===== src/rtl/uart_tx_periph_if.sv =====
// Data-bus interface between the M10 core (master) and the UART TX peripheral (slave).
// Single-cycle request strobe, registered acknowledge and read data.
interface uart_tx_periph_if;
  logic        req_i;
  logic        we_i;
  logic [3:0]  addr_i;
  logic [31:0] wdata_i;
  logic [31:0] rdata_o;
  logic        ack_o;

  modport master (
    output req_i, we_i, addr_i, wdata_i,
    input  rdata_o, ack_o
  );

  modport slave (
    input  req_i, we_i, addr_i, wdata_i,
    output rdata_o, ack_o
  );
endinterface


===== src/rtl/uart_tx_periph.sv =====
// Memory-mapped 8N1 UART transmitter: bus register block, TX FIFO and serializer FSM.
// Registers: 0x0 TXDATA (write-only push), 0x4 STATUS, 0x8 BAUDDIV.
module uart_tx_periph #(
  parameter int FIFO_DEPTH = 4,
  parameter int DIV_RESET  = 16
) (
  input  logic              clk_i,
  input  logic              rst_ni,
  uart_tx_periph_if.slave   bus,
  output logic              tx_o
);

  localparam int PTR_W = $clog2(FIFO_DEPTH);
  localparam int CNT_W = PTR_W + 1;

  localparam logic [1:0] IDLE  = 2'd0;
  localparam logic [1:0] START = 2'd1;
  localparam logic [1:0] DATA  = 2'd2;
  localparam logic [1:0] STOP  = 2'd3;

  localparam logic [3:0] ADDR_TXDATA  = 4'h0;
  localparam logic [3:0] ADDR_STATUS  = 4'h4;
  localparam logic [3:0] ADDR_BAUDDIV = 4'h8;

  logic [7:0]       fifo_mem [FIFO_DEPTH];
  logic [PTR_W-1:0] wr_ptr;
  logic [PTR_W-1:0] rd_ptr;
  logic [CNT_W-1:0] count;
  logic             overflow;
  logic [15:0]      bauddiv;
  logic [15:0]      div_lat;
  logic [15:0]      bit_cnt;
  logic [1:0]       state;
  logic [7:0]       shift;
  logic [2:0]       bit_idx;

  logic             fifo_full;
  logic             fifo_empty;
  logic             wr_txdata;
  logic             push;
  logic             pop;
  logic             bit_done;
  logic [15:0]      div_eff;
  logic             unused_wdata;

  assign fifo_full    = (count == CNT_W'(FIFO_DEPTH));
  assign fifo_empty   = (count == '0);
  assign bit_done     = (bit_cnt == 16'd0);
  assign div_eff      = (bauddiv == 16'd0) ? 16'd1 : bauddiv;
  assign unused_wdata = ^bus.wdata_i[31:16];

  // A frame starts from IDLE, or straight out of the last stop-bit cycle when more data is queued.
  assign pop       = !fifo_empty && ((state == IDLE) || (state == STOP && bit_done));
  assign wr_txdata = bus.req_i && bus.we_i && (bus.addr_i == ADDR_TXDATA);
  assign push      = wr_txdata && (!fifo_full || pop);

  always_ff @(posedge clk_i or negedge rst_ni) begin
    if (!rst_ni) begin
      bus.ack_o   <= 1'b0;
      bus.rdata_o <= '0;
      overflow    <= 1'b0;
      bauddiv     <= 16'(DIV_RESET);
    end else begin
      bus.ack_o   <= bus.req_i;
      bus.rdata_o <= '0;
      if (bus.req_i && !bus.we_i) begin
        case (bus.addr_i)
          ADDR_STATUS:  bus.rdata_o <= {28'd0, overflow, fifo_empty, fifo_full, (state != IDLE)};
          ADDR_BAUDDIV: bus.rdata_o <= {16'd0, bauddiv};
          default:      bus.rdata_o <= '0;
        endcase
      end
      if (bus.req_i && bus.we_i) begin
        case (bus.addr_i)
          ADDR_STATUS:  overflow <= 1'b0;
          ADDR_BAUDDIV: bauddiv  <= bus.wdata_i[15:0];
          default:      ;
        endcase
      end
      if (wr_txdata && fifo_full && !pop)
        overflow <= 1'b1;
    end
  end

  always_ff @(posedge clk_i) begin
    if (push)
      fifo_mem[wr_ptr] <= bus.wdata_i[7:0];
  end

  // Pointers wrap naturally because the depth is a power of two.
  always_ff @(posedge clk_i or negedge rst_ni) begin
    if (!rst_ni) begin
      wr_ptr <= '0;
      rd_ptr <= '0;
      count  <= '0;
    end else begin
      if (push)
        wr_ptr <= wr_ptr + 1'b1;
      if (pop)
        rd_ptr <= rd_ptr + 1'b1;
      case ({push, pop})
        2'b10:   count <= count + 1'b1;
        2'b01:   count <= count - 1'b1;
        default: count <= count;
      endcase
    end
  end

  always_ff @(posedge clk_i or negedge rst_ni) begin
    if (!rst_ni) begin
      state   <= IDLE;
      shift   <= '0;
      bit_idx <= '0;
      bit_cnt <= '0;
      div_lat <= 16'(DIV_RESET);
    end else begin
      case (state)
        IDLE: begin
          if (pop) begin
            shift   <= fifo_mem[rd_ptr];
            div_lat <= div_eff;
            bit_cnt <= div_eff - 16'd1;
            state   <= START;
          end
        end
        START: begin
          if (bit_done) begin
            state   <= DATA;
            bit_idx <= 3'd0;
            bit_cnt <= div_lat - 16'd1;
          end else begin
            bit_cnt <= bit_cnt - 16'd1;
          end
        end
        DATA: begin
          if (bit_done) begin
            bit_cnt <= div_lat - 16'd1;
            if (bit_idx == 3'd7)
              state <= STOP;
            else
              bit_idx <= bit_idx + 3'd1;
          end else begin
            bit_cnt <= bit_cnt - 16'd1;
          end
        end
        STOP: begin
          if (bit_done) begin
            if (pop) begin
              shift   <= fifo_mem[rd_ptr];
              div_lat <= div_eff;
              bit_cnt <= div_eff - 16'd1;
              state   <= START;
            end else begin
              state <= IDLE;
            end
          end else begin
            bit_cnt <= bit_cnt - 16'd1;
          end
        end
        default: state <= IDLE;
      endcase
    end
  end

  always_comb begin
    tx_o = 1'b1;
    case (state)
      START:   tx_o = 1'b0;
      DATA:    tx_o = shift[bit_idx];
      default: tx_o = 1'b1;
    endcase
  end

endmodule


===== src/flat_wrapper.sv =====
// flat-port wrapper written by rule: the top's interface ports become plain ports
module uart_tx_periph_flat 
#(
  parameter int FIFO_DEPTH = 4,
  parameter int DIV_RESET  = 16
)
  (clk_i, rst_ni, tx_o, bus_req_i, bus_we_i, bus_addr_i, bus_wdata_i, bus_rdata_o, bus_ack_o);
  uart_tx_periph_if bus_i ();
  input  logic clk_i;
  input  logic rst_ni;
  output logic tx_o;
  input wire logic [$bits(bus_i.req_i)-1:0] bus_req_i;
  input wire logic [$bits(bus_i.we_i)-1:0] bus_we_i;
  input wire logic [$bits(bus_i.addr_i)-1:0] bus_addr_i;
  input wire logic [$bits(bus_i.wdata_i)-1:0] bus_wdata_i;
  output wire logic [$bits(bus_i.rdata_o)-1:0] bus_rdata_o;
  output wire logic [$bits(bus_i.ack_o)-1:0] bus_ack_o;
  assign bus_i.req_i = bus_req_i;
  assign bus_i.we_i = bus_we_i;
  assign bus_i.addr_i = bus_addr_i;
  assign bus_i.wdata_i = bus_wdata_i;
  assign bus_rdata_o = bus_i.rdata_o;
  assign bus_ack_o = bus_i.ack_o;
  uart_tx_periph #(.FIFO_DEPTH(FIFO_DEPTH), .DIV_RESET(DIV_RESET)) u_core (.clk_i(clk_i), .rst_ni(rst_ni), .bus(bus_i), .tx_o(tx_o));
endmodule

===== config.mk =====
export PLATFORM = sky130hd
export DESIGN_NAME = uart_tx_periph_flat
export DESIGN_NICKNAME = d
export VERILOG_FILES = /design/src/rtl/uart_tx_periph_if.sv /design/src/rtl/uart_tx_periph.sv /design/src/flat_wrapper.sv
export SDC_FILE = /design/constraint.sdc
export NUM_CORES = 1
export LEC_CHECK = 0
export CAP_MARGIN = 20
export CORE_MARGIN = 1.5
export CORE_UTILIZATION = 49
export DETAILED_ROUTE_END_ITERATION = 16
export HOLD_SLACK_MARGIN = 0.06
export PLACE_DENSITY_LB_ADDON = 0.15
export SYNTH_ARGS = -nofsm -noshare
export SYNTH_HDL_FRONTEND = slang
export SYNTH_SLANG_ARGS = --single-unit
export TNS_END_PERCENT = 10

===== constraint.sdc =====
create_clock -name clk_i -period 3.47 [get_ports clk_i]
set_clock_uncertainty 0.1 [all_clocks]
set_input_delay 0.347 -clock clk_i [delete_from_list [all_inputs] [get_ports clk_i]]
set_output_delay 0.347 -clock clk_i [all_outputs]
set_load 0.005 [all_outputs]

Word level (Yosys, flattened, before mapping)
Memories as Yosys holds them, arrays and structs flattened. Index checks and enable logic that the tools add are counted.

$add $sub $neg: 8. $lt $le $gt $ge: 1. Equality and inequality tests: 15. Multiplexer cells: 33. Reductions and logical operators: 31.

Operators with widths (count): 16-bit 2-to-1 mux (7); 16-bit case mux with 2 select lines (2); 16-bit case mux with 3 select lines (1); 16-bit by 1-bit subtractor with 16-bit output (second input constant) (3); 16-bit logical NOT (2); 8-bit 2-to-1 mux (2); 8-bit case mux with 2 select lines (1); 3-bit case mux with 2 select lines (2); 2-bit nonzero test (6); 2-bit 2-to-1 mux (5); 2-bit by 1-bit != test with 1-bit output (second input constant) (5); 3-bit 2-to-1 mux (3); 1-bit logical AND (8); 2-bit case mux with 4 select lines (1); 1-bit 2-to-1 mux (7); 3-bit by 1-bit adder with 3-bit output (second input constant) (2); 2-bit == test (second input constant) (3); 3-bit == test (second input constant) (2); 2-bit AND reduction (3); 5-bit AND reduction (1); 2-bit by 1-bit adder with 2-bit output (second input constant) (2); 2-bit by 1-bit == test with 1-bit output (second input constant) (2); 4-bit by 3-bit == test with 1-bit output (second input constant) (1); 4-bit == test (second input constant) (1); 12 further kinds (16).

Register bits after elaboration: 102. Memory bits (writable): 32. Input port bits: 40. Output and inout bits: 34. Logic and storage cells: 101. Memories kept: 1.

Memories: u_core.fifo_mem (words 4, width 8, rd ports 1, clocked after memory_dff 0, write ports 1, RTL line uart_tx_periph.sv:25) `logic [7:0] fifo_mem [FIFO_DEPTH];`.

Longest topological paths before layout
Gate-level depths: netlist of the first run.

Depth in word-level cells: 8. Gate-level depth with buffers: 13. Depth with buffers taken out: 11.

Worst setup path after synthesis of the first run
No wires, ideal clock.

Path kind: register -> register. Start: register u_core.bit_cnt[2]. End: register u_core.count[2]. Library setup time: 133 ps. Arrival time: 3075 ps. Required time: 3237 ps. Setup slack: 162 ps. Cell stages (with the launch flop): 12. Buffers on the path: 1. Clock period less this slack: 3308 ps. Cells stage by stage: dfrtp_1 > or4_4 > or4_4 > o31a_1 > nor2_1 > buf_2 > nand2_1 > fa_1 > nor2_1 > nand2_1 > a32oi_1 > o21ai_0.

Cells in the longest elaborated chain, start to end: 8. Elaborated cells on any way between the ends: 10. Those cells by class: 2 x eq/ne; 1 x mux; 7 x reduce/logical.

RTL lines: start: declaration (RTL line uart_tx_periph.sv:32) `logic [15:0] bit_cnt;`; start signal: assignment (RTL line uart_tx_periph.sv:122) `bit_cnt <= div_eff - 16'd1;`; start signal: assignment (RTL line uart_tx_periph.sv:130) `bit_cnt <= div_lat - 16'd1;`; start signal: assignment (RTL line uart_tx_periph.sv:132) `bit_cnt <= bit_cnt - 16'd1;`; 16-bit logical NOT (*) (RTL line uart_tx_periph.sv:48) `assign bit_done = (bit_cnt == 16'd0);`; 1-bit logical AND (*) (RTL line uart_tx_periph.sv:53) `assign pop = !fifo_empty && ((state == IDLE) || (state == STOP && bit_done));`; 1-bit logical OR (*) (RTL line uart_tx_periph.sv:53); 1-bit logical AND (*) (RTL line uart_tx_periph.sv:53); 1-bit logical OR (RTL line uart_tx_periph.sv:55) `assign push = wr_txdata && (!fifo_full || pop);`; 1-bit logical AND (RTL line uart_tx_periph.sv:55); 2-bit by 1-bit == test with 1-bit output or 2-bit == test (tied branches) (RTL line uart_tx_periph.sv:101) `case ({push, pop})`; 3-bit case mux with 2 select lines or 2-bit nonzero test (tied branches); end signal: assignment (RTL line uart_tx_periph.sv:102) `2'b10: count <= count + 1'b1;`; end signal: assignment (RTL line uart_tx_periph.sv:103) `2'b01: count <= count - 1'b1;`; end signal: assignment (RTL line uart_tx_periph.sv:104) `default: count <= count;`; end: declaration (RTL line uart_tx_periph.sv:28) `logic [CNT_W-1:0] count;`.

Every way passes the cells marked *; elsewhere a longest branch is shown, timed or not. A chain may end at the register's enable or synchronous reset.

Worst setup path in the final report of the first run
Ends and elaborated chain as after synthesis.

==> results of run 1 <==
-- power by group --
group	internal, mW	switching, mW
Sequential	1.75	0.389
Combinational	1.14	1.31
Clock	1.15	0.618
-- layer usage --
layer	GRT usage	vias to the layer above
li1	-	2073
met1	0.3266	2193
met2	0.3690	147
met3	0.05061	10
met4	0.07901	0
met5	0	-
-- per-stage QoR --
stage / total power, mW / worst slack, ps / hold WS (ps) / util
floorplan: 3.869 / 161.9 / -48.59 / -
global placement: 4.499 / 311.1 / 351.7 / 0.5621
detailed placement: 4.576 / 256.5 / 355.6 / 0.5621
CTS: 6.368 / 206.2 / 331.5 / 0.6124
global route: 6.780 / 0.06550 / 354.6 / 0.6126
finish: 6.357 / 219.5 / 348.1 / 0.6126
-- cell type report --
class | instances | area [µm²] | area share
clock inverter | 11 | 148.9 | 0.02007
clock buffer | 21 | 450.4 | 0.06071
sequential | 118 | 3115 | 0.4199
inverter | 15 | 56.30 | 0.007589
tap | 168 | 210.2 | 0.02833
multi-input combinational | 383 | 2805 | 0.3781
timing repair buffer | 69 | 633.1 | 0.08533
-- sequential cells by signal, summed over array words and instances (netlist names) --
name,flops
u_core.overflow,1
u_core.rd_ptr,2
u_core.bit_cnt,16
u_core.count,3
u_core.fifo_mem,32
u_core.wr_ptr,2
u_core.bus.ack_o,1
u_core.bauddiv,16
u_core.shift,8
u_core.div_lat,16
u_core.bit_idx,3
u_core.bus.rdata_o,16
u_core.state,2
-- cells by family (layout without fill, tap and decap cells) --
| group | after synthesis | in the layout |
|---|---|---|
| muxes | 54 | 54 |
| and+or+nand+nor | 170 | 170 |
| adders and majority gates | 16 | 16 |
| buffers and inverters | 54 | 116 |
| DFF | 118 | 118 |
| other | 1 | 16 |
| AOI/OAI and AO/OA | 91 | 91 |
| xor gates and xnor gates | 36 | 36 |
-- worst max-delay path, delay by kind of cell, from the launching register on --
family	cells	cell delay (ps)
adders and majority gates	1	410
DFF	1	440
AOI/OAI and AO/OA	3	590
and+or+nand+nor	6	1580
-- synthesized netlist by cell type (3+ instances only) --
cell type   n  area [µm²]
mux2_2     39       439.2
nand2_1    32       120.1
nand3_1    12       60.06
or4_1       7       52.55
nor2_1     43       161.4
a32oi_1     3       26.28
o221ai_1    3       26.28
or3_1       5       31.28
a22o_1      5       43.79
buf_4      16       120.1
clkbuf_1   14       52.55
and2_1     20       125.1
and3_1      3       18.77
buf_1       3       11.26
nor3_1     18       90.09
o32ai_1     3       26.28
mux4_2     10       225.2
o31ai_1     3       22.52
mux2i_1     5       50.05
xor2_1     14       122.6
inv_1      15       56.30
a211oi_1    3       22.52
xnor2_1    22       192.7
o21ai_1     3       15.01
nor4b_1     3       26.28
buf_2       4       20.02
nor4_1      8       50.05
ha_1       15       187.7
edfxtp_1   32       960.9
o21ai_0    24       120.1
nand2b_1    4       25.02
a21oi_1    14       70.07
o31a_1      3       26.28
dfrtp_1    84        2102
a22oi_1    10       75.07
-- repair_timing --
item                                    CTS  global route
hold buffers                              1             0
resized for setup                         0             1
buffers inserted                          0             0
endpoints found under the setup margin    0             1
hold endpoints to repair                 53             0
-- final timing paths --
kind | cells past startpoint | endpoint | from | slack [ps]
hold reg to reg | 1 | u_core.shift[6] | u_core.shift[6] | 410
setup / recovery | 10 | u_core.count[2] | u_core.bit_cnt[2] | 220
max in group asynchronous | 3 | u_core.bauddiv[0] | rst_ni | 2090
min in group asynchronous | 2 | u_core.bus.rdata_o[3] | rst_ni | 440
hold / removal | 1 | u_core.bus.ack_o | bus_req_i | 350
setup reg to reg | 10 | u_core.count[2] | u_core.bit_cnt[2] | 220
==> results.ini, run 1 <==
[logic_synthesis]
synth_compound_area_frac = 0.1007
ys_warn_count = 0
synthDistinctLibCells = 66
netlist_area_mm2 = 0.006138
synth_xor_area_frac = 0.05137
avgSynthCellArea_um2 = 11.37
ys.flop_type = dfrtp_1
synth_top_family_by_area = simple AND/OR/NAND/NOR gates
syn_inst = 540
synth_fa_ha_area_frac = 0.03384
synth_edf_count = 32
ys_seq_elements = 118
seq_area_frac_synth = 0.5075
synthArstFlopShare = 0.7288
synthSimpleGateAreaFrac = 0.1445
muxShareOfSynthArea = 0.1164

[routing]
wl_met1_um = 6436
vias = 4423
top_layer_used = met4
drtIter0Drc = 318
first_pass_iters = 5
wl_per_cell_um = 17.71
ant_nets = 0
wl_met3_um = 806
viasPerCell = 5.634
routed_wl_um = 13900
route.detailed.drc = 0
dr_wl_met2_um = 6543

[grt]
grt.total_usage = 0.2348
globalRouteOverflowTotal = 0
antenna_found_initial = 0
grt_pass1_vias = 4624
grt_pass1_wl_um = 23650
grt_max_degree = 58

[layout]
fin_cells = 785
drive_gt1_frac = 0.1912
final_cell_mix = dfrtp_1 (84), nor2_1 (42), clkdlybuf4s50_1 (40)
fillers = 1028
fin_area_mm2 = 0.007420
syn_to_final_growth_pct = 20.87
fin_nets = 660
diodes = 0
final_common_cell = dfrtp_1

[floorplanning]
core_area_mm2 = 0.01211
die-height_um = 114.9
ios = 74
die_x_um = 114.9
initial_core_util = 0.5068
dieArea_mm2 = 0.01321
row_count = 40

[worst_setup_path]
end_kind = register
crit_type = reg -> reg
crit_chain = or4_4, or4_4, o31a_1, nor2_1, nand2_1, fa_1, nor2_2, nand2_1, a32oi_1, o21ai_0
slowest_stage = or4_4
cp_max_fo = 6
startpoint_type = register
required_ps = 3650
arrival_ps = 3430
critPathMaxStageDelay_ps = 560

[timing]
period_share = 0.9367
fin_crit_ps = 3251
slew_viol_final = 0
fin_tns_setup_ps = 0
rsz0062_at_grt = false
hold_violations = 0
tightest_slew_ps = 777.1
finalSetupViolations = 0
max_freq_ghz = 0.3076
slew_headroom = 0.4800

[placement]
io_buffers = 41
hpwlAfterDp_um = 9929
place_congestion = 0.8635
dpl_cell_area_mm2 = 0.006808
dpl.cell_count = 752

[power_and_ir_drop]
ir_drop_uv = 446.7
leakage_nw = 3.063
power.density_mw_per_mm2 = 856.8

[clocking]
clock_latency_ps = 410
cts_root_buffer = clkbuf_16
cts_sinks = 118
cts_tree = done
cts_made_buffers = 17
h-tree-depth = 4
clk_pin_slew_ps = 50
ctsLongestPathBuffers = 2

[job]
drv_cap = 0

[worst_hold_path]
hold_class = in -> reg

[status]
status = finished, final reports clean

Power figures use the tool's default switching activity.
==> run 2, diff against run 1 <==
==> constraint.sdc (replaced) <==
create_clock -name clk_i -period 4.01 [get_ports clk_i]
set_clock_uncertainty 0.1 [all_clocks]
set_input_delay 0.401 -clock clk_i [delete_from_list [all_inputs] [get_ports clk_i]]
set_output_delay 0.401 -clock clk_i [all_outputs]
set_load 0.005 [all_outputs]
==> run 2 against run 1 <==
  * Worst hold slack gained 42 ps
  * Critical path depth stayed put
  * Highest routed layer unchanged
  * Design area decreased by 2.0%
  * Clock power decreased by 11%
  * Worst setup slack better by 320 ps
  * Non-clock buffer count shrank 19
  * Largest cell class unchanged
  * Final cell count down 2.4%
  * Sequential cell count did not move
==> results.ini, run 2 (synthesized netlist as in run 1, its figures left out) <==
[status]
status = finished, final reports clean

[worst_setup_path]
crit_type = reg -> reg
required_ps = 4200  ; +550 ps
arrival_ps = 3660  ; +230 ps
end_kind = register
startpoint_type = register
cp_max_fo = 15  ; +9

[timing]
hold_violations = 0  ; unchanged
slew_viol_final = 0  ; unchanged
period_share = 0.8655  ; -0.07123
tightest_slew_ps = 1013  ; +235.6 ps
rsz0062_at_grt = false
fin_tns_setup_ps = 0  ; unchanged
fin_crit_ps = 3471  ; +220.2 ps
slew_headroom = 0.3197  ; -0.1603
max_freq_ghz = 0.2881  ; -6.3%
hold_slack_ps = 390.1  ; +41.99 ps
finalSetupViolations = 0  ; unchanged

[layout]
final_common_cell = dfrtp_1
final_cell_mix = dfrtp_1 (84), nor2_1 (43), clkdlybuf4s50_1 (40)
drive_gt1_frac = 0.1689  ; -0.02235
fillers = 994  ; -3.3%
syn_to_final_growth_pct = 18.51
diodes = 0  ; unchanged
regMostFlops = u_core.fifo_mem
largest_reg_flops = 32  ; unchanged
fin_nets = 641  ; -2.9%
fin_cells = 766  ; -2.4%

[placement]
place_congestion = 0.8662  ; +0.31%
dpl.cell_count = 733  ; -2.5%
hpwlAfterDp_um = 9722  ; -2.1%
io_buffers = 41  ; unchanged

[floorplanning]
core_area_mm2 = 0.01211  ; unchanged
ios = 74  ; unchanged
dieArea_mm2 = 0.01321  ; unchanged
initial_core_util = 0.5068  ; unchanged
die_x_um = 114.9  ; unchanged
die-height_um = 114.9  ; unchanged
row_count = 40  ; unchanged

[clocking]
cts_root_buffer = clkbuf_16
cts_made_buffers = 17  ; unchanged
cts_tree = done
cts_sinks = 118  ; unchanged
clk_pin_slew_ps = 60  ; about the same
h-tree-depth = 4  ; unchanged
clock_latency_ps = 420  ; about the same
ctsLongestPathBuffers = 2  ; unchanged
cts_setup_buffers = 0  ; unchanged

[grt]
globalRouteOverflowTotal = 0  ; unchanged
antenna_found_initial = 0  ; unchanged
grt.total_usage = 0.2335  ; -0.001242
grt_pass1_wl_um = 23160  ; -2.1%
grt_pass1_vias = 4362  ; -5.7%
grt_max_degree = 57  ; -1.7%

[power_and_ir_drop]
power.density_mw_per_mm2 = 753.0  ; -12%
leakage_nw = 2.964  ; -3.2%
ir_drop_uv = 437.8  ; -2.0%

[routing]
first_pass_iters = 4  ; -1
wl_per_cell_um = 18.23  ; +3.0%
viasPerCell = 5.604  ; -0.53%
routed_wl_um = 13970  ; +0.48%
drtIter0Drc = 308  ; -3.1%
ant_nets = 0  ; unchanged
route.detailed.drc = 0  ; unchanged
vias = 4293  ; -2.9%

[worst_hold_path]
hold_class = in -> reg

[job]
drv_cap = 0  ; unchanged

==> run 2: layer usage <==
metal / vias up / wire [µm] / part of all wire / global-route usage
met5: - / 0 / 0 / 0
met4: 0 / 220 / 0.016 / 0.08971
met3: 17 / 685 / 0.049 / 0.05166
met2: 122 / 6397 / 0.46 / 0.3536
met1: 2131 / 6664 / 0.48 / 0.3315
li1: 2023 / - / - / -
==> run 2: stage by stage <==
step                        util  setup slack [ps]  area (µm²)  total power, mW
after CTS                 0.6006             541.5        7274            5.482
after global placement    0.5493             596.3        6653            3.825
after detailed placement  0.5493             578.5        6653            3.893
after floorplan                -             701.9        6195            3.348
final                     0.6006             539.3        7274            5.478
after global routing      0.6006             300.5        7274            5.817
==> run 2: cell type report <==
cell class | count | area, µm² | share of cell area
sequential | 118 | 3115 | 0.4283
multi-input combinational | 383 | 2803 | 0.3853
timing repair buffer | 50 | 478.0 | 0.06570
clock buffer | 19 | 442.9 | 0.06089
tap | 168 | 210.2 | 0.02890
clock inverter | 13 | 168.9 | 0.02322
inverter | 15 | 56.30 | 0.007740
==> run 2: path summary, 6_finish.rpt <==
path	startpoint	end	slack (ps)	depth (start not counted)
min in group asynchronous	rst_ni	u_core.count[0]	510	2
setup reg to reg	u_core.bit_cnt[2]	u_core.count[2]	540	10
max in group asynchronous	rst_ni	u_core.div_lat[4]	2350	3
setup / recovery	u_core.bit_cnt[2]	u_core.count[2]	540	10
hold / removal	bus_req_i	u_core.bus.ack_o	390	1
hold reg to reg	u_core.shift[0]	u_core.shift[0]	410	1
==> run 2: critical path, cell delays in order (launching register included) <==
cell and delay, ps:
dfrtp_1 440, or4_4 550, or4_4 540, o31a_1 460
nor2_1 210, nand2_1 90, fa_1 380, nor2_1 150
nand2_1 80, a32oi_1 220, o21ai_0 110
==> run 2: repair_timing <==
item	CTS	global route
gates resized for setup	0	0
hold buffers	1	0
hold endpoints to repair	55	0
==> run 2: power by group <==
part	switching [mW]	total, mW	internal, mW
sequential	0.361	1.87	1.51
combinational	1.10	2.03	0.929
clock	0.574	1.57	1.00
==> run 3, diff against run 2 <==
--- a/config.mk
+++ b/config.mk
@@ -8,6 +8,7 @@
 export CAP_MARGIN = 20
 export CORE_MARGIN = 1.5
 export CORE_UTILIZATION = 49
+export CTS_BUF_LIST = sky130_fd_sc_hd__clkbuf_16
 export DETAILED_ROUTE_END_ITERATION = 16
 export HOLD_SLACK_MARGIN = 0.06
 export PLACE_DENSITY_LB_ADDON = 0.15
==> run 3 against run 2 <==
  * Clock power about the same
  * Routed wire length increased by 0.42%
  * Worst setup slack got worse by 16 ps
  * Utilization decreased by 0.083 points
  * Critical path depth unchanged
  * Sequential cell count unchanged
  * First-iteration DRC count decreased by 9.7%
  * Clock-buffer cell count decreased by 2
  * Largest power group unchanged
  * Final cell count unchanged
  * Sequential share of layout area increased by 0.059 points
==> results.ini, run 3 (synthesized netlist as in run 1, its figures left out) <==
[status]
status = finished, final reports clean

[routing]
routed_wl_um = 14030  ; +0.42%
ant_nets = 0  ; unchanged
route.detailed.drc = 0  ; unchanged
vias = 4297  ; +0.093%
viasPerCell = 5.610  ; about the same
drtIter0Drc = 278  ; -9.7%
first_pass_iters = 5  ; +1
wl_per_cell_um = 18.31  ; +0.42%

[worst_setup_path]
startpoint_type = register
required_ps = 4200  ; about the same
arrival_ps = 3670  ; about the same
cp_max_fo = 15  ; unchanged
end_kind = register
crit_type = reg -> reg

[floorplanning]
die-height_um = 114.9  ; unchanged
ios = 74  ; unchanged
die_x_um = 114.9  ; unchanged
core_area_mm2 = 0.01211  ; unchanged
row_count = 40  ; unchanged
dieArea_mm2 = 0.01321  ; unchanged
initial_core_util = 0.5068  ; unchanged

[placement]
hpwlAfterDp_um = 9722  ; unchanged
dpl.cell_count = 733  ; unchanged
place_congestion = 0.8662  ; unchanged
io_buffers = 41  ; unchanged

[job]
drv_cap = 0  ; unchanged

[clocking]
clk_pin_slew_ps = 60  ; about the same
ctsHoldBuffers = 1  ; unchanged
cts_tree = done
h-tree-depth = 4  ; unchanged
clock_latency_ps = 420  ; about the same
cts_root_buffer = clkbuf_16
cts_setup_buffers = 0  ; unchanged
ctsLongestPathBuffers = 2  ; unchanged
cts_resized = 0  ; unchanged
cts_made_buffers = 17  ; unchanged
cts_sinks = 118  ; unchanged

[grt]
grt.total_usage = 0.2336  ; about the same
globalRouteOverflowTotal = 0  ; unchanged
grt_pass1_vias = 4362  ; unchanged
grt_max_degree = 57  ; unchanged
grt_pass1_wl_um = 23180  ; about the same
antenna_found_initial = 0  ; unchanged

[layout]
largest_reg_flops = 32  ; unchanged
fin_nets = 641  ; unchanged
final_common_cell = dfrtp_1
diodes = 0  ; unchanged
fin_cells = 766  ; unchanged
final_cell_mix = dfrtp_1 (84), nor2_1 (43), clkdlybuf4s50_1 (40)
regMostFlops = u_core.fifo_mem
drive_gt1_frac = 0.1672  ; -0.001672
syn_to_final_growth_pct = 18.34

[timing]
tightest_slew_ps = 1028  ; +15.55 ps
rsz0062_at_grt = false
fin_crit_ps = 3487  ; +16.16 ps
hold_violations = 0  ; unchanged
period_share = 0.8695  ; +0.004030
fin_tns_setup_ps = 0  ; unchanged
hold_slack_ps = 390.4  ; +0.3020 ps
max_freq_ghz = 0.2868  ; -0.46%
finalSetupViolations = 0  ; unchanged
slew_headroom = 0.3093  ; -0.01045
slew_viol_final = 0  ; unchanged

[power_and_ir_drop]
swShare = 0.3740  ; +0.001772
ir_drop_uv = 437.9  ; about the same
internal-power_mw = 3.417  ; -0.63%
power.total_mw = 5.458  ; -0.35%
comb_power_share = 0.374  ; +0.003
pwr-share-clk = 0.284  ; -0.003
leakage_nw = 2.962  ; about the same
power.density_mw_per_mm2 = 751.4  ; -0.21%
seqPwrFrac = 0.343  ; +0.002
p_sw_mw = 2.042  ; +0.13%

[worst_hold_path]
hold_class = in -> reg

-- run 3: critical path: stages, from the launching register on --
cell and delay (ps):
dfrtp_1 440, or4_4 550, or4_4 540, o31a_1 470, nor2_1 210, nand2_1 90
fa_1 380, nor2_1 150, nand2_1 80, a32oi_1 220, o21ai_0 110
-- run 3: stage by stage --
step                      setup WS (ps)  utilization  instance area [µm²]
after floorplan                   701.9            -                 6195
after global placement            596.3       0.5493                 6653
after detailed placement          578.5       0.5493                 6653
after CTS                         541.5       0.5998                 7264
after global routing              300.5       0.5998                 7264
final                             523.1       0.5998                 7264
-- run 3: layer usage --
layer  track usage  routed length [µm]
met3       0.05166                 671
met1        0.3316                6717
met2        0.3536                6398
met4       0.08971                 239
met5             0                   0
-- run 3: cell type report --
class | instances | area, µm²
Clock inverter | 15 | 176.4
Clock buffer | 17 | 425.4
Sequential cell | 118 | 3115
Multi-Input combinational cell | 383 | 2803
Fill cell | 995 | 4847
Inverter | 15 | 56.30
Tap cell | 168 | 210.2
Timing Repair Buffer | 50 | 478.0
-- run 3: path summary, 6_finish.rpt --
kind | slack, ps | depth (start not counted) | from | end
worst max-delay path | 520 | 10 | u_core.bit_cnt[2] | u_core.count[2]
worst min-delay path | 390 | 1 | bus_req_i | u_core.bus.ack_o
worst max register to register | 520 | 10 | u_core.bit_cnt[2] | u_core.count[2]
worst min register to register | 410 | 1 | u_core.shift[0] | u_core.shift[0]
max in group asynchronous | 2350 | 3 | rst_ni | u_core.div_lat[4]
min in group asynchronous | 510 | 2 | rst_ni | u_core.count[0]
-- run 3: power groups by stage --
stage	combinational (mW)	sequential, mW	clock [mW]
after floorplan	1.63	1.72	0
after global placement	1.95	1.87	0
after detailed placement	2.01	1.88	0
after CTS	2.02	1.87	1.57
after global routing	2.25	1.92	1.63
final	2.04	1.87	1.55
==> RTL change 1 (config.mk and constraints of run 3) <==
`DIV_RESET` is set to 16 in 2 places; all go to 15.
--- a/src/rtl/uart_tx_periph.sv
+++ b/src/rtl/uart_tx_periph.sv
@@ -3,5 +3,5 @@
 module uart_tx_periph #(
   parameter int FIFO_DEPTH = 4,
-  parameter int DIV_RESET  = 16
+  parameter int DIV_RESET  = 15
 ) (
   input  logic              clk_i,
--- a/src/flat_wrapper.sv
+++ b/src/flat_wrapper.sv
@@ -3,5 +3,5 @@
 #(
   parameter int FIFO_DEPTH = 4,
-  parameter int DIV_RESET  = 16
+  parameter int DIV_RESET  = 15
 )
   (clk_i, rst_ni, tx_o, bus_req_i, bus_we_i, bus_addr_i, bus_wdata_i, bus_rdata_o, bus_ack_o);
Function: changed (Yosys sat finds a counterexample within 4 cycles, from zero or initial values and one cycle with rst_ni low).
==> RTL change 1 against run 3 <==
  * Worst setup slack got worse by 62 ps
  * Final area decreased by 0.78%
  * Sequential share of layout area increased by 0.44 points
  * Sequential cell count unchanged
  * Critical path depth unchanged
  * Area after synthesis increased by 0.12%
  * Total power decreased by 2.3%
  * Final cell count decreased by 0.26%
  * Routed wire length decreased by 0.48%
  * Count of clock-buffer cells in the layout unchanged
  * Largest cell class unchanged
==> RTL change 1: results <==
[logic_synthesis]
synth_cell_type_count = 66
post_synth_xor_area_fraction = 0.0513
synth_area_leaders = "dfrtp_1, edfxtp_1, mux2_2"
muxShareOfSynthArea = 0.116
synth_flop_cell = "dfrtp_1"
synth-async-reset-ratio = 0.729
synth_compound_area_frac = 0.101
synth-edff-count = 32
synthAdderAreaFrac = 0.0338
yosysWarningCount = 0
synthTopCellsByCount = "dfrtp_1, nor2_1, mux2_2"
seq_area_frac_synth = 0.508

[grt]
grt_max_degree = 73
grt_util_all_layers = 0.232
grt_pass1_vias = 4460
grt_pass1_wl_um = 23200

[timing]
drv_slew = 0
tightest_slew_ps = 1090

[drt]
wl_met3_um = 881
first_iter_violations = 260
viasPerCell = 5.73
top_layer_used = "met4"
wirelength_um = 14000
wl_met1_um = 6460
first_pass_iters = 5
dr_wl_met2_um = 6470

[critical_path]
critPathTopFamily = "simple AND/OR/NAND/NOR gates"
critPathMaxStageDelay_ps = 670
cpMaxStageDelayCell = "or4b_2"
cp.arrival_ps = 3790
critPathMaxFanout = 7

[hold_path]
hold_path_class = "input pin to flop"

[clocking]
ctsRootBufferMaster = "clkbuf_16"
post_cts_resized = 0
ctsLongestPathBuffers = 2
htreeDepth = 4
post-cts-setup-buffers = 0
clkLatencyLatePin_ps = 420
cts_buffers = 17

[outcome]
outcome = "finished, final reports clean"

[power]
ir_worst_vdd_uv = 354
leakagePower_nw = 2.92

[finish]
drive_above_1_share = 0.174
layout.nets = 639
antennaDiodeCount = 0
regMostFlops = "u_core.fifo_mem"

[place]
gp_congestion = 0.902
hpwl_um = 9580
RTL change 1: cell count changes in the layout (fill, tap and decap cells not counted), sizes merged:
cell,run 3,this run
clkinvlp,4,3
bufinv,3,1
dfstp,2,8
dfrtp,84,78
clkinv,3,7
inv,20,19
buf,9,7
RTL change 1: stage by stage:
stage	total power, mW	worst slack (ps)	instance area [um2]	std cells
global placement	3.83	552	6650	731
finish	5.33	461	7210	764
detailed placement	3.90	523	6650	731
floorplan	3.36	702	6200	555
global route	5.67	184	7210	764
CTS	5.33	494	7210	764
RTL change 1: where the power goes:
group,internal [mW],switching [mW],total [mW],leakage [nW]
sequential,1.53,0.374,1.90,1.39
combinational,0.926,1.09,2.02,1.27
clock,0.851,0.567,1.42,0.265
total,3.30,2.03,5.33,2.92
RTL change 1: path summary, 6_finish.rpt:
path                                    from            endpoint  slack [ps]  cells past startpoint
max                        u_core.bauddiv[2]  u_core.bit_cnt[12]         460                     10
max in group asynchronous             rst_ni   u_core.bit_cnt[8]        2430                      3
min                                bus_req_i    u_core.bus.ack_o         390                      1
max reg2reg                u_core.bauddiv[2]  u_core.bit_cnt[12]         460                     10
min in group asynchronous             rst_ni     u_core.count[1]         580                      2
min reg2reg                  u_core.shift[4]     u_core.shift[4]         410                      1
RTL change 1: cell type report:
type,count,area [um2]
Fill cell,1002,4900
Sequential cell,118,3120
Multi-Input combinational cell,383,2800
Timing Repair Buffer,48,463
Clock buffer,17,425
Tap cell,168,210
Clock inverter,15,128
Inverter,15,56.3
RTL change 1: metal layers:
metal	up-vias	track usage
met5	-	0
met4	0	0.0782
met3	12	0.0590
met2	154	0.354
met1	2179	0.326
li1	2030	-
==> RTL change 2 (flow settings as in run 3) <==
Without the edit above. Register the output `tx_o`; this adds one clock of latency there. The other outputs are not delayed to match.
--- a/src/rtl/uart_tx_periph.sv
+++ b/src/rtl/uart_tx_periph.sv
@@ -22,4 +22,6 @@
   localparam logic [3:0] ADDR_STATUS  = 4'h4;
   localparam logic [3:0] ADDR_BAUDDIV = 4'h8;
+
+  logic tx_d;
 
   logic [7:0]       fifo_mem [FIFO_DEPTH];
@@ -164,10 +166,14 @@
 
   always_comb begin
-    tx_o = 1'b1;
+    tx_d = 1'b1;
     case (state)
-      START:   tx_o = 1'b0;
-      DATA:    tx_o = shift[bit_idx];
-      default: tx_o = 1'b1;
+      START:   tx_d = 1'b0;
+      DATA:    tx_d = shift[bit_idx];
+      default: tx_d = 1'b1;
     endcase
+  end
+
+  always_ff @(posedge clk_i) begin
+    tx_o <= tx_d;
   end
 
Function: changed (a bounded check fails within 4 cycles, from zero or initial values and one cycle with rst_ni low).
==> RTL change 2 against run 3 <==
  * Area after synthesis increased by 3.9%
  * Combinational power increased by 11%
  * Routed wire length increased by 2.9%
  * Total power increased by 2.4%
  * Final area increased by 1.8%
  * Worst setup slack improved by 230 ps
  * Core utilization decreased by 1.6 points
  * Sequential cell count increased by 1
  * Global-route usage decreased by 0.22 points
  * Final cell count increased by 0.78%
  * Largest cell class unchanged
  * Largest power group unchanged
  * Highest routed layer unchanged
==> RTL change 2: results <==
[timing]
clock.fmax_ghz = 0.307
fin_hold_ws_ps = 391
worst_slew_margin_rel = 0.269

[finish]
clkCellAreaFrac = 0.0732
seqCellArea_mm2 = 0.00314
n_all_buffers = 51
layout.nets = 643
multi_input_area_share = 0.400
buffer_area_frac = 0.0656
fin_cells = 772
post-route-cell-area_mm2 = 0.00740
regMostFlops = "u_core.fifo_mem"
antennaDiodeCount = 0
drive_above_1_share = 0.182
multi_input_cells = 382
nonClockInverterCount = 16
fillers = 1107

[critical_path]
reg2reg_setup_slack_ps = 760
critPathMaxFanout = 10
cp.arrival_ps = 3470
setup.worst_path.start = "u_core.bauddiv[6]"
cpMaxStageDelayCell = "or4b_1"
crit_end = "u_core.bit_cnt[14]"

[power]
ir_worst_vdd_uv = 618
p_int_mw = 3.36
power_frac_clock = 0.249
power_combinational_mw = 2.27
leakagePower_nw = 2.96
p_sw_frac = 0.398

[place]
gp_congestion = 0.895
dpl_worst_slack_ps = 800
placedCellCount = 739
hpwl_um = 9860

[grt]
grt_pass1_wl_um = 23700
antenna_found_initial = 0
grt_pass1_vias = 4406
grt_max_degree = 72
grt_util_all_layers = 0.231

[logic_synthesis]
seq_area_frac_synth = 0.492
synth_seq_cells = 119
synth_area_leaders = "dfrtp_1, edfxtp_1, mux2_2"
post_synth_xor_area_fraction = 0.0398
synth_compound_area_frac = 0.117
synth_cell_type_count = 70
synth-async-reset-ratio = 0.723
muxShareOfSynthArea = 0.121
postSynthAreaPerCell_um2 = 11.6
synthTopCellsByCount = "dfrtp_1, mux2_2, edfxtp_1, nor2_1, o21ai_0"

[outcome]
outcome = "finished, final reports clean"

[drt]
dr_total_vias = 4520
first_iter_violations = 352
wirelength_um = 14400
[RTL change 2: cell count changes after synthesis, moves of 4 or more]
cell,delta
mux2i_1,+7
nor4_1,+4
or3_1,+7
xnor2_1,-5
nor2_1,-11
o41ai_1,+4
clkbuf_1,+5
nand2_1,-14
buf_6,+4
nand3_1,-5
nor4_2,+4
a22oi_1,-6
[RTL change 2: per-layer routing]
layer	part of all wire	up-vias	global-route usage
li1	-	2093	-
met1	0.45	2253	0.328
met2	0.47	153	0.353
met3	0.057	21	0.0520
met4	0.016	0	0.0811
met5	0	-	0
[RTL change 2: logic make-up after synthesis]
| logic type | after synthesis |
|---|---|
| flip-flops | 119 |
| XOR/XNOR | 29 |
| adder cells (fa/ha/maj) | 16 |
| other | 1 |
| multiplexers | 60 |
| AO/OA/AOI/OAI | 103 |
| buffers and inverters | 63 |
| AND/OR/NAND/NOR | 158 |
[RTL change 2: what timing repair did]
item,CTS,global route
hold endpoints to repair,5,0
hold buffers,1,0
setup buffers,0,0
